**config.mk**
```make
export PLATFORM = sky130hd
export DESIGN_NAME = multicycle_ctrl_flat
export DESIGN_NICKNAME = d
export VERILOG_FILES = /design/src/rtl/multicycle_ctrl_pkg.sv /design/src/rtl/multicycle_ctrl_if.sv /design/src/rtl/multicycle_ctrl_opcode_class.sv /design/src/rtl/multicycle_ctrl.sv /design/src/flat_wrapper.sv
export SDC_FILE = /design/constraint.sdc
export NUM_CORES = 1
export LEC_CHECK = 0
export ABC_CLOCK_PERIOD_IN_PS = 2900
export CORE_MARGIN = 2
export CORE_UTILIZATION = 49
export DETAILED_ROUTE_END_ITERATION = 10
export PLACE_DENSITY = 0.83
export SKIP_CTS_REPAIR_TIMING = 1
export SLEW_MARGIN = 25
export SYNTH_ARGS = -nofsm -noshare
export SYNTH_HDL_FRONTEND = slang
export SYNTH_HIERARCHICAL = 1
export SYNTH_SLANG_ARGS = --single-unit
```
**constraint.sdc**
```tcl
create_clock -name clk -period 2.9 [get_ports clk]
set_input_delay 0.435 -clock clk [delete_from_list [all_inputs] [get_ports clk]]
set_output_delay 0.435 -clock clk [all_outputs]
set_load 0.005 [all_outputs]
```
**src/rtl/multicycle_ctrl_pkg.sv**
```systemverilog
// -----------------------------------------------------------------------------
// multicycle_ctrl_pkg
// Shared encodings for the RV32I multi-cycle sequencer: the FSM state
// encoding, the RV32I major opcode constants and the opcode-class struct
// produced by the opcode classifier. Stage logic and monitors import this
// package so everyone agrees on the same numbers.
// -----------------------------------------------------------------------------
package multicycle_ctrl_pkg;

   // Sequencer states; the numeric values are visible on the state output.
   typedef enum logic [2:0] {
      ST_FETCH  = 3'd0,
      ST_DECODE = 3'd1,
      ST_EXEC   = 3'd2,
      ST_MEM    = 3'd3,
      ST_WB     = 3'd4,
      ST_TRAP   = 3'd5
   } state_t;

   // RV32I major opcodes (instr[6:0]).
   localparam logic [6:0] OPC_LOAD   = 7'b0000011;
   localparam logic [6:0] OPC_STORE  = 7'b0100011;
   localparam logic [6:0] OPC_OP     = 7'b0110011;
   localparam logic [6:0] OPC_OP_IMM = 7'b0010011;
   localparam logic [6:0] OPC_LUI    = 7'b0110111;
   localparam logic [6:0] OPC_AUIPC  = 7'b0010111;
   localparam logic [6:0] OPC_JAL    = 7'b1101111;
   localparam logic [6:0] OPC_JALR   = 7'b1100111;
   localparam logic [6:0] OPC_BRANCH = 7'b1100011;
   localparam logic [6:0] OPC_FENCE  = 7'b0001111;
   localparam logic [6:0] OPC_SYSTEM = 7'b1110011;

   // One-hot opcode class. is_trap covers SYSTEM and every unknown opcode.
   typedef struct packed {
      logic is_load;
      logic is_store;
      logic is_alu;
      logic is_branch;
      logic is_fence;
      logic is_trap;
   } opc_class_t;

   // Opcodes that compute a result and go straight to write-back.
   function automatic logic is_alu_opcode(input logic [6:0] opc);
      return (opc == OPC_OP)    || (opc == OPC_OP_IMM) ||
             (opc == OPC_LUI)   || (opc == OPC_AUIPC)  ||
             (opc == OPC_JAL)   || (opc == OPC_JALR);
   endfunction

endpackage

```
**src/rtl/multicycle_ctrl_if.sv**
```systemverilog
// -----------------------------------------------------------------------------
// multicycle_ctrl_if
// Bundle of every signal between the sequencer and the rest of the core.
//   master : the sequencer (drives state, enables, requests, counters)
//   slave  : datapath / memory side (drives run, opcode, regwrite, readies)
// Handshake: imem_req/imem_ready and dmem_req/dmem_ready are valid/ready
// pairs. A ready is only meaningful while its req is high; once req goes
// high it stays high until the cycle in which ready is seen, and the
// transfer completes in that same cycle.
// -----------------------------------------------------------------------------
interface multicycle_ctrl_if #(
   parameter int CNT_W = 32
);
   logic             run;
   logic [6:0]       opcode;
   logic             id_regwrite;
   logic             imem_ready;
   logic             dmem_ready;
   logic [2:0]       state;
   logic             imem_req;
   logic             ir_we;
   logic             dmem_req;
   logic             dmem_we;
   logic             rf_we;
   logic             pc_we;
   logic             halted;
   logic [CNT_W-1:0] cycle_cnt;
   logic [CNT_W-1:0] instret_cnt;

   modport master (
      input  run, opcode, id_regwrite, imem_ready, dmem_ready,
      output state, imem_req, ir_we, dmem_req, dmem_we, rf_we, pc_we,
             halted, cycle_cnt, instret_cnt
   );

   modport slave (
      output run, opcode, id_regwrite, imem_ready, dmem_ready,
      input  state, imem_req, ir_we, dmem_req, dmem_we, rf_we, pc_we,
             halted, cycle_cnt, instret_cnt
   );
endinterface

```
**src/rtl/multicycle_ctrl_opcode_class.sv**
```systemverilog
// -----------------------------------------------------------------------------
// multicycle_ctrl_opcode_class
// Purely combinational classifier: maps the 7-bit RV32I opcode to a one-hot
// class used by the sequencer to pick its state path.
//   i_opcode : instr[6:0] of the latched IR
//   o_class  : one-hot {is_load, is_store, is_alu, is_branch, is_fence, is_trap}
// -----------------------------------------------------------------------------
module multicycle_ctrl_opcode_class
   import multicycle_ctrl_pkg::*;
(
   input  logic [6:0] i_opcode,
   output opc_class_t o_class
);

   always_comb begin
      o_class = '0;
      if (i_opcode == OPC_LOAD) begin
         o_class.is_load = 1'b1;
      end else if (i_opcode == OPC_STORE) begin
         o_class.is_store = 1'b1;
      end else if (is_alu_opcode(i_opcode)) begin
         o_class.is_alu = 1'b1;
      end else if (i_opcode == OPC_BRANCH) begin
         o_class.is_branch = 1'b1;
      end else if (i_opcode == OPC_FENCE) begin
         o_class.is_fence = 1'b1;
      end else begin
         // SYSTEM and anything unrecognised both stop the core.
         o_class.is_trap = 1'b1;
      end
   end

endmodule

```
**src/rtl/multicycle_ctrl.sv**
```systemverilog
// -----------------------------------------------------------------------------
// multicycle_ctrl
// Main sequencer of the RV32I multi-cycle core. Walks each instruction
// through FETCH, DECODE, EXEC, MEM and WB, issues the instruction/data memory
// requests, and drives the IR, PC and register-file write enables. Stops in
// TRAP on SYSTEM or illegal opcodes until reset. Also keeps a cycle counter
// (frozen in TRAP) and a retired-instruction counter (one per PC write).
// Ports:
//   clk : core clock, rising edge
//   rst : asynchronous, active-high reset
//   bus : multicycle_ctrl_if master modport (inputs run, opcode,
//         id_regwrite, imem_ready, dmem_ready; outputs state, imem_req,
//         ir_we, dmem_req, dmem_we, rf_we, pc_we, halted, cycle_cnt,
//         instret_cnt)
// -----------------------------------------------------------------------------
module multicycle_ctrl
   import multicycle_ctrl_pkg::*;
#(
   parameter int CNT_W = 32
) (
   input  logic                 clk,
   input  logic                 rst,
   multicycle_ctrl_if.master    bus
);

   localparam logic [CNT_W-1:0] CNT_ONE = {{(CNT_W-1){1'b0}}, 1'b1};

   state_t           r_state;
   logic             r_imem_pend;     // fetch request issued, ready not yet seen
   logic [CNT_W-1:0] r_cycle_cnt;
   logic [CNT_W-1:0] r_instret_cnt;

   opc_class_t       w_cls;
   logic             w_imem_req;
   logic             w_ir_we;
   logic             w_dmem_req;
   logic             w_dmem_we;
   logic             w_rf_we;
   logic             w_pc_we;
   logic             w_halted;

   multicycle_ctrl_opcode_class u_opcode_class (
      .i_opcode (bus.opcode),
      .o_class  (w_cls)
   );

   // Enables are decoded straight from state, opcode class and the readies
   // so that a transfer completes in the cycle its ready arrives. rst masks
   // them so an access in flight is dropped immediately, not at the next edge.
   always_comb begin
      w_imem_req = 1'b0;
      w_ir_we    = 1'b0;
      w_dmem_req = 1'b0;
      w_dmem_we  = 1'b0;
      w_rf_we    = 1'b0;
      w_pc_we    = 1'b0;
      w_halted   = 1'b0;
      if (!rst) begin
         case (r_state)
            ST_FETCH: begin
               // A pending request is held even if run drops meanwhile.
               w_imem_req = bus.run | r_imem_pend;
               w_ir_we    = w_imem_req & bus.imem_ready;
            end
            ST_EXEC: begin
               w_pc_we = w_cls.is_branch | w_cls.is_fence;
            end
            ST_MEM: begin
               w_dmem_req = 1'b1;
               w_dmem_we  = w_cls.is_store;
               w_pc_we    = w_cls.is_store & bus.dmem_ready;
            end
            ST_WB: begin
               w_rf_we = bus.id_regwrite;
               w_pc_we = 1'b1;
            end
            ST_TRAP: begin
               w_halted = 1'b1;
            end
            default: ;
         endcase
      end
   end

   always_ff @(posedge clk or posedge rst) begin
      if (rst) begin
         r_state       <= ST_FETCH;
         r_imem_pend   <= 1'b0;
         r_cycle_cnt   <= '0;
         r_instret_cnt <= '0;
      end else begin
         r_imem_pend <= 1'b0;
         case (r_state)
            ST_FETCH: begin
               if (w_ir_we) begin
                  r_state <= ST_DECODE;
               end else begin
                  r_imem_pend <= w_imem_req;
               end
            end
            ST_DECODE: begin
               r_state <= w_cls.is_trap ? ST_TRAP : ST_EXEC;
            end
            ST_EXEC: begin
               if (w_cls.is_load || w_cls.is_store) begin
                  r_state <= ST_MEM;
               end else if (w_cls.is_alu) begin
                  r_state <= ST_WB;
               end else if (w_cls.is_trap) begin
                  // Opcode changed under us since DECODE; stop rather than guess.
                  r_state <= ST_TRAP;
               end else begin
                  r_state <= ST_FETCH;
               end
            end
            ST_MEM: begin
               if (bus.dmem_ready) begin
                  r_state <= w_cls.is_store ? ST_FETCH : ST_WB;
               end
            end
            ST_WB: begin
               r_state <= ST_FETCH;
            end
            ST_TRAP: begin
               r_state <= ST_TRAP;
            end
            default: begin
               r_state <= ST_TRAP;
            end
         endcase

         if (r_state != ST_TRAP) begin
            r_cycle_cnt <= r_cycle_cnt + CNT_ONE;
         end
         if (w_pc_we) begin
            r_instret_cnt <= r_instret_cnt + CNT_ONE;
         end
      end
   end

   assign bus.state       = r_state;
   assign bus.imem_req    = w_imem_req;
   assign bus.ir_we       = w_ir_we;
   assign bus.dmem_req    = w_dmem_req;
   assign bus.dmem_we     = w_dmem_we;
   assign bus.rf_we       = w_rf_we;
   assign bus.pc_we       = w_pc_we;
   assign bus.halted      = w_halted;
   assign bus.cycle_cnt   = r_cycle_cnt;
   assign bus.instret_cnt = r_instret_cnt;

endmodule

```
**src/flat_wrapper.sv**
```systemverilog
// flat-port wrapper written by rule: the top's interface ports become plain ports
module multicycle_ctrl_flat import multicycle_ctrl_pkg::*;
#(
   parameter int CNT_W = 32
)
  (clk, rst, bus_run, bus_opcode, bus_id_regwrite, bus_imem_ready, bus_dmem_ready, bus_state, bus_imem_req, bus_ir_we, bus_dmem_req, bus_dmem_we, bus_rf_we, bus_pc_we, bus_halted, bus_cycle_cnt, bus_instret_cnt);
  multicycle_ctrl_if #(.CNT_W(CNT_W)) bus_i ();
  input  logic clk;
  input  logic rst;
  input wire logic [$bits(bus_i.run)-1:0] bus_run;
  input wire logic [$bits(bus_i.opcode)-1:0] bus_opcode;
  input wire logic [$bits(bus_i.id_regwrite)-1:0] bus_id_regwrite;
  input wire logic [$bits(bus_i.imem_ready)-1:0] bus_imem_ready;
  input wire logic [$bits(bus_i.dmem_ready)-1:0] bus_dmem_ready;
  output wire logic [$bits(bus_i.state)-1:0] bus_state;
  output wire logic [$bits(bus_i.imem_req)-1:0] bus_imem_req;
  output wire logic [$bits(bus_i.ir_we)-1:0] bus_ir_we;
  output wire logic [$bits(bus_i.dmem_req)-1:0] bus_dmem_req;
  output wire logic [$bits(bus_i.dmem_we)-1:0] bus_dmem_we;
  output wire logic [$bits(bus_i.rf_we)-1:0] bus_rf_we;
  output wire logic [$bits(bus_i.pc_we)-1:0] bus_pc_we;
  output wire logic [$bits(bus_i.halted)-1:0] bus_halted;
  output wire logic [$bits(bus_i.cycle_cnt)-1:0] bus_cycle_cnt;
  output wire logic [$bits(bus_i.instret_cnt)-1:0] bus_instret_cnt;
  assign bus_i.run = bus_run;
  assign bus_i.opcode = bus_opcode;
  assign bus_i.id_regwrite = bus_id_regwrite;
  assign bus_i.imem_ready = bus_imem_ready;
  assign bus_i.dmem_ready = bus_dmem_ready;
  assign bus_state = bus_i.state;
  assign bus_imem_req = bus_i.imem_req;
  assign bus_ir_we = bus_i.ir_we;
  assign bus_dmem_req = bus_i.dmem_req;
  assign bus_dmem_we = bus_i.dmem_we;
  assign bus_rf_we = bus_i.rf_we;
  assign bus_pc_we = bus_i.pc_we;
  assign bus_halted = bus_i.halted;
  assign bus_cycle_cnt = bus_i.cycle_cnt;
  assign bus_instret_cnt = bus_i.instret_cnt;
  multicycle_ctrl #(.CNT_W(CNT_W)) u_core (.clk(clk), .rst(rst), .bus(bus_i));
endmodule
```
== Word level (Yosys, flattened, before mapping) ==
Index checks and enable logic that the tools add are counted.
Widths: inputs -> output; s select.

* Add/subtract/negate cells: 2
* Eq/ne operators: 18
* Muxes and demuxes: 34
* Bitwise gates (word level): 4
* Reductions and logical operators: 8

{| class="wikitable"
|+ Operator list
! kind !! count
|-
| $add 32x1->32 const B || 2
|-
| $mux 3 || 8
|-
| $eq 7x6->1 const B || 3
|-
| $eq 7x7->1 const B || 3
|-
| $mux 1 || 21
|-
| $pmux 3 s5 || 1
|-
| $eq 7x5->1 const B || 2
|-
| $eq 7x2->1 const B || 1
|-
| $eq 7x4->1 const B || 1
|-
| $eq 3x2->1 const B || 2
|-
| $eq 3x3->1 const B || 2
|-
| $logic_or 1x1->1 || 6
|-
| $mux 5 || 1
|-
| $mux 4 || 1
|-
| $ne 2x2->1 const B || 2
|-
| $eq 3x1->1 const B || 1
|-
| $logic_not 3->1 || 1
|-
| $ne 3x3->1 const B || 1
|-
| $pmux 1 s3 || 1
|-
| $and 1x1->1 || 2
|-
| $mux 2 || 1
|-
| $or 1x1->1 || 2
|-
| $reduce_and 2->1 || 1
|}

* Bits in registers: 68
* Input bits: 13

== Logic depth before layout (Yosys ltp) ==
Gate-level depths: netlist of the first run.

* Depth in word-level cells: 13
* Mapped depth: 9
* Gate-level depth less buffers: 8

== By module ==
Netlist of the first run, hierarchy kept.

{| class="wikitable"
|+ Modules (own cells, without submodules)
! module !! times used !! cells an instance !! area an instance (um^2) !! seq. area each (um^2)
|-
| multicycle_ctrl || 1 || 298 || 3225.6 || 1701.6
|-
| multicycle_ctrl_opcode_class || 1 || 19 || 116.4 || 0.0
|}

== Least setup slack after synthesis of the first run ==
OpenSTA, ideal clock, no wires.

* Path type: input port to output port
* Start: in rst
* End: out bus_rf_we
* Arrival time: 2262 ps
* Data required time: 2465 ps
* Path slack: 203 ps
* Cell stages on the path: 2
* Buffers on the path: 0
* Cell sequence: inv_1 and4_1

* Word-level cells in the longest chain between the ends: 1

{| class="wikitable"
|+ RTL lines
! element !! line !! source
|-
| from (decl) || flat_wrapper.sv:9 || <nowiki>input logic rst;</nowiki>
|-
| $mux 1 || multicycle_ctrl.sv:58 || <nowiki>if (!rst) begin</nowiki>
|-
| to (decl) || flat_wrapper.sv:20 || <nowiki>output wire logic [$bits(bus_i.rf_we)-1:0] bus_rf_we;</nowiki>
|}

Every way passes these cells.

==> metrics.cfg, run 1 <==
[status]
status = completed

[yosys]
syn_nets = 332
yosysSeqAreaShare_pct = 50.9
synthXorXnorAreaFrac_pct = 16.2
yosysTopAreaCellShare_pct = 50.9
synth_fa_ha_area_share_pct = 0.749
synthMuxAreaShare_pct = 0.936
yosys.area.top_type = dfrtp_1
synth_edf_count = 0
synth_simple_gate_area_share_pct = 26.3
syn-cell-area_um2 = 3340
synth-seq-cells = 68
ys_async_sr_fraction_pct = 100
ys.flop_type = dfrtp_1
yosys-top-cells-area = dfrtp_1 51%, xnor2_1 11%, xor2_1 5.5%, nand4_1 4.1%, nand2_1 3.1%
synthDistinctLibCells = 47
synth_top_family_by_area = simple AND/OR/NAND/NOR gates
synth_compound_area_share_pct = 3.11
avgSynthCellArea_um2 = 10.5
yosys_warnings = 6
syn_inst = 317

[flow_run]
cap_violations = 0

[setup_path]
crit_top_cell = clkdlybuf4s50_1
start_kind = input pin
setup.worst_path.end_class = output pin
crit_arrival_ps = 2380
cp.required_ps = 2470
cpMaxStageDelayCell = clkdlybuf4s50_1
cp_max_fo = 5
slowest_delay_ps = 500
critical_path_class = input pin to output pin
cp_cell_sequence = clkdlybuf4s50_1 > or2_1 > or3_4 > nor2_4 > buf_4 > and2_1 > clkdlybuf4s50_1

[floorplanning]
die_w_um = 86.6
initial_utilization_pct = 50.0
dieArea_um2 = 7500
core_area_um2 = 6680
die_height_um = 86.6
num_rows = 30
boundaryPins = 87

[pwr]
ir_worst_vdd_v = 0.000382
comb_power_share_pct = 22.7
power.switching_uw = 795
power_leakage_uw = 0.00199
netSwitchingFraction_pct = 29.6
powerDensity_nw_per_um2 = 584
pwr-share-seq_pct = 44.7
internal_power_uw = 1890
clkPwrFrac_pct = 32.6

[cells_and_area]
drive_gt1_share_pct = 10.6
fin_area_um2 = 4600
final_common_cell = clkdlybuf4s50_1
num-nets-final = 433
area_growth_pct = 37.8
antenna_cells = 0
final_cell_mix = 85 x clkdlybuf4s50_1, 68 x dfrtp_1, 41 x xnor2_1, 28 x nand2_1, 27 x nor2_1

[timing]
setup_viol = 0
maxSlewViolCount = 0
fin_crit_sh_pct = 97.2
post-route-min-period_ps = 2820
fmax_ghz = 0.355
finalHoldViolCount = 0
postLayoutSetupSlackWorst_ps = 82.2
slew_headroom_pct = 44.3
rsz0062_at_grt = false
worstMarginPinSlew_ps = 836
fin_skew_ps = 11.6

[clock_network]
clk_latency_ps = 340
clock_path_buffers = 2
path_clk_slew_ps = 60
htree_num_levels = 3
cts_sinks = 68
cts-root-buf = clkbuf_8
cts_made_buffers = 9
cts_tree = done

[grt]
use_met1_pct = 27.5
grt_max_degree = 69
met2_usage_pct = 34.9
antenna_found_initial = 0
grt_pass1_wl_um = 12500
track_usage_pct = 21.1
use_met3_pct = 3.81
grt_overflow = 0
grt_busiest_layer = met2
grt_pass1_vias = 2619

[routing]
routed_via_density = 5.43
drt-pass1-iter-count = 4
antenna_left = 0
vias = 2731
drt_drc_violations_left = 0
drt-initial-drc-count = 110
wirelength_um = 7710
wl_per_cell_um = 15.3

[place]
gp_congestion = 0.904
place_area_um2 = 4330
io_buffer_count = 86
place_hpwl_um = 5540
dp_slack_ps = -81.6

[min_path]
hold_class = register to register

==> final cells by class <==
cell class              instances  area, um^2
fillers                       506        2080
well taps                      80         100
clock inverters                 5        85.1
flip-flops and latches         68        1700
repair buffers                 96         938
inverters                       8        30.0
multi-input cells             235        1610
clock buffers                  11         141
==> state kept, by name (all words and copies together) (netlist names) <==
name,count
u_core/bus.state,3
u_core/bus.cycle_cnt,32
u_core/bus.instret_cnt,32
u_core/r_imem_pend,1
==> power by group through the flow <==
stage	clock network, uW	logic, uW	registers [uW]
after global routing	932	669	1220
final	876	611	1200
after CTS	887	610	1200
after global placement	0	589	1210
after floorplan	0	325	1170
after detailed placement	0	608	1220
==> worst paths after layout <==
| check | start | endpoint | slack, ps | depth (start not counted) |
|---|---|---|---|---|
| worst min-delay path | u_core/bus.cycle_cnt[31]$_DFFE_PP0P_ | u_core/bus.cycle_cnt[31]$_DFFE_PP0P_ | 480 | 1 |
| max in group asynchronous | rst | u_core/bus.instret_cnt[22]$_DFFE_PP0P_ | 1570 | 3 |
| min in group asynchronous | rst | u_core/bus.state[0]$_DFFE_PP0P_ | 770 | 3 |
| worst max-delay path | bus_opcode[3] | bus_dmem_we | 80 | 7 |
| worst max register to register | u_core/bus.state[1]$_DFFE_PP0P_ | u_core/bus.instret_cnt[25]$_DFFE_PP0P_ | 770 | 6 |
| worst min register to register | u_core/bus.cycle_cnt[31]$_DFFE_PP0P_ | u_core/bus.cycle_cnt[31]$_DFFE_PP0P_ | 480 | 1 |
==> cells in the mapped netlist, types with 2 or more instances <==
| cell type | number |
|---|---|
| o21ai_0 | 2 |
| xnor2_1 | 41 |
| xor2_1 | 21 |
| nor2_1 | 27 |
| nor4_1 | 4 |
| nand4_1 | 22 |
| buf_2 | 5 |
| nor3_1 | 13 |
| and3_1 | 6 |
| nor4_2 | 3 |
| nand3b_1 | 2 |
| nand4_2 | 2 |
| ha_1 | 2 |
| and2_1 | 5 |
| a21oi_1 | 2 |
| nor2_2 | 2 |
| nor2b_1 | 4 |
| inv_1 | 7 |
| dfrtp_1 | 68 |
| nand3_1 | 19 |
| nand2_1 | 28 |
| mux2i_1 | 2 |
| nand2b_1 | 3 |
| and4_1 | 4 |
==> through the flow <==
step	instances	utilization, %	hold slack [ps]	TNS, ps	total power (uW)
global placement	484	64.8	462	0	1800
floorplan	317	-	465	0	1490
finish	503	68.9	480	0	2690
detailed placement	484	64.8	470	-247	1830
CTS	500	68.1	483	0	2700
global route	503	68.9	494	0	2820
==> metal layers <==
metal | wire length, um | vias up
met5 | 0 | -
met1 | 3300 | 1328
met2 | 3930 | 74
met4 | 153 | 0
met3 | 328 | 15
li1 | - | 1314
==> logic make-up (layout without fill, tap and decap cells) <==
kind of cell / count (synthesis) / after routing
simple gates: 154 / 154
compound gates: 14 / 14
fa+ha+maj: 2 / 2
flops: 68 / 68
buf+inv: 14 / 120
xor+xnor: 62 / 62
mux: 3 / 3
==> critical path, delay by kind of cell <==
family | cells | cell delay, ps
and+or+nand+nor | 4 | 900
buffers and inverters | 3 | 1050
Power figures use the tool's default switching activity.
==> run 2, diff against run 1 <==
--- a/config.mk
+++ b/config.mk
@@ -5,7 +5,7 @@
 export SDC_FILE = /design/constraint.sdc
 export NUM_CORES = 1
 export LEC_CHECK = 0
-export ABC_CLOCK_PERIOD_IN_PS = 2900
+export ABC_CLOCK_PERIOD_IN_PS = 3200
 export CORE_MARGIN = 2
 export CORE_UTILIZATION = 49
 export DETAILED_ROUTE_END_ITERATION = 10
==> constraint.sdc (replaced) <==
create_clock -name clk -period 3.2 [get_ports clk]
set_input_delay 0.48 -clock clk [delete_from_list [all_inputs] [get_ports clk]]
set_output_delay 0.48 -clock clk [all_outputs]
set_load 0.005 [all_outputs]
==> run 2 against run 1 <==
Setup slack better by 120 ps. Non-clock buffer count down 5. Combinational power down 12%. Critical endpoint is now bus_pc_we. Largest cell class unchanged. Utilization down 1.3 points. Register-to-register slack better by 350 ps. Clock power down 18%. Final cell count down 0.99%. Clock skew about the same. Critical path depth up 1. Highest routed layer unchanged. Sequential share of layout area up 0.74 points. Hold slack worse by 10 ps. First-iteration DRC count down 17%. Critical path type unchanged.
==> metrics.cfg, run 2 (synthesized netlist as in run 1, its figures left out) <==
[status]
status = completed

[clock_network]
cts_sinks = 68  ; unchanged
cts_tree = done
path_clk_slew_ps = 60  ; about the same
clk_latency_ps = 340  ; about the same
clock_path_buffers = 2  ; unchanged
htree_num_levels = 3  ; unchanged
cts_made_buffers = 9  ; unchanged
cts-root-buf = clkbuf_8

[setup_path]
cp_cell_sequence = clkdlybuf4s50_1 > or2_1 > or3_4 > nor2_2 > and3_1 > a21oi_2 > inv_2 > clkdlybuf4s50_1
r2r_cells = 6  ; unchanged
r2r_end = u_core/bus.instret_cnt[27]$_DFFE_PP0P_
regToRegSetupSlack_ps = 1120  ; +350 ps
setup.worst_path.start = bus_opcode[6]
start_kind = input pin
crit_top_cell = clkdlybuf4s50_1
slowest_delay_ps = 490  ; about the same
critical_path_class = input pin to output pin
setup.worst_path.end_class = output pin
cp_max_fo = 5  ; unchanged
cp.required_ps = 2720  ; +250 ps
crit_arrival_ps = 2510  ; +130 ps
cpMaxStageDelayCell = clkdlybuf4s50_1
crit-reg2reg-launch = u_core/bus.state[1]$_DFFE_PP0P_
endpoint = bus_pc_we

[timing]
worstMarginPinSlew_ps = 834  ; -2.20 ps
setup_viol = 0  ; unchanged
postLayoutSetupSlackWorst_ps = 207  ; +124 ps
fin_skew_ps = 11.2  ; -0.399 ps
whs_ps = 470  ; -10.4 ps
maxSlewViolCount = 0  ; unchanged
fmax_ghz = 0.334
finalHoldViolCount = 0  ; unchanged
setup-tns-final_ps = 0  ; unchanged
fin_crit_sh_pct = 93.5
post-route-min-period_ps = 2990
slew_headroom_pct = 44.4  ; +0.15 points
rsz0062_at_grt = false

[cells_and_area]
num-nets-final = 428  ; -1.2%
area_growth_pct = 35.1
post-route-util_pct = 67.6  ; -1.3 points
final_common_cell = clkdlybuf4s50_1
antenna_cells = 0  ; unchanged
drive_gt1_share_pct = 9.09  ; -1.5 points
final_cell_mix = 86 x clkdlybuf4s50_1, 68 x dfrtp_1, 41 x xnor2_1, 28 x nand2_1, 27 x nor2_1

[place]
io_buffer_count = 86  ; unchanged
dp_slack_ps = 205  ; +287 ps
place_hpwl_um = 5340  ; -3.5%
gp_congestion = 0.818  ; -9.5%

[routing]
drt_drc_violations_left = 0  ; unchanged
drt-initial-drc-count = 91  ; -17%
wirelength_um = 7310  ; -5.1%
vias = 2662  ; -2.5%
routed_via_density = 5.35  ; -1.5%
drt-pass1-iter-count = 5  ; +1
antenna_left = 0  ; unchanged
wl_per_cell_um = 14.7  ; -4.2%

[floorplanning]
dieArea_um2 = 7500  ; unchanged
initial_utilization_pct = 50.0  ; unchanged
die_height_um = 86.6  ; unchanged
boundaryPins = 87  ; unchanged
num_rows = 30  ; unchanged
die_w_um = 86.6  ; unchanged
core_area_um2 = 6680  ; unchanged

[pwr]
comb_power_share_pct = 23.0  ; +0.3 points
ir_worst_vdd_v = 0.000322  ; -16%
power_uw = 2340  ; -13%
internal_power_uw = 1650  ; -13%
netSwitchingFraction_pct = 29.6  ; +0.050 points
powerDensity_nw_per_um2 = 519  ; -11%
pwr-share-seq_pct = 46.4  ; +1.7 points
power.switching_uw = 694  ; -13%
power_leakage_uw = 0.00194  ; -2.5%
clkPwrFrac_pct = 30.5  ; -2.1 points

[flow_run]
cap_violations = 0  ; unchanged

[min_path]
holdCritStartpoint = u_core/bus.cycle_cnt[31]$_DFFE_PP0P_
hold_class = register to register

[grt]
track_usage_pct = 20.7  ; -0.44 points
grt_max_degree = 69  ; unchanged
antenna_found_initial = 0  ; unchanged
grt_overflow = 0  ; unchanged
grt_pass1_wl_um = 12200  ; -2.6%
grt_pass1_vias = 2574  ; -1.7%

run 2: cell count changes in the layout (fill, tap and decap cells not counted), sizes merged:
cell	previous run	this run
buf	10	5
bufinv	2	1
dlymetal6s2s	1	0
clkbuf	11	12
clkdlybuf4s50	85	86
run 2: power by group through the flow:
stage               logic [uW]  clock network, uW  registers (uW)
floorplan                  294                  0            1060
global placement           534                  0            1100
detailed placement         545                  0            1100
CTS                        548                727            1090
global route               598                775            1110
finish                     540                715            1090
run 2: layout make-up:
cell class | instances | area [um^2]
clock buffers | 12 | 155
fillers | 532 | 2170
clock inverters | 4 | 47.5
inverters | 8 | 30.0
repair buffers | 91 | 898
flip-flops and latches | 68 | 1700
well taps | 80 | 100
multi-input cells | 235 | 1580
run 2: worst min path at each step:
stage,end,slack (ps),depth (start not counted)
2_1_floorplan,u_core/bus.instret_cnt[31]$_DFFE_PP0P_,460,1
3_3_place_gp,u_core/bus.cycle_cnt[31]$_DFFE_PP0P_,460,1
3_5_place_dp,u_core/bus.instret_cnt[31]$_DFFE_PP0P_,460,1
4_1_cts,u_core/bus.cycle_cnt[31]$_DFFE_PP0P_,480,1
5_1_grt,u_core/bus.instret_cnt[28]$_DFFE_PP0P_,500,1
6_report,u_core/bus.cycle_cnt[31]$_DFFE_PP0P_,470,1
run 2: routing by layer:
layer	part of all wire [%]	up-vias	track usage (%)
li1	-	1296	-
met1	45	1290	27.7
met2	48	66	32.3
met3	4.5	10	5.90
met4	1.6	0	7.39
met5	0	-	0
run 2: worst max-delay path: cells and delay by family:
family | cells | cell delay (ps)
buffers and inverters | 3 | 1020
AND/OR/NAND/NOR | 4 | 960
AO/OA/AOI/OAI | 1 | 50
run 2: through the flow:
step / cells / instance area, um^2
finish: 498 / 4510
CTS: 498 / 4510
floorplan: 317 / 3340
global placement: 481 / 4300
detailed placement: 482 / 4310
global route: 498 / 4510
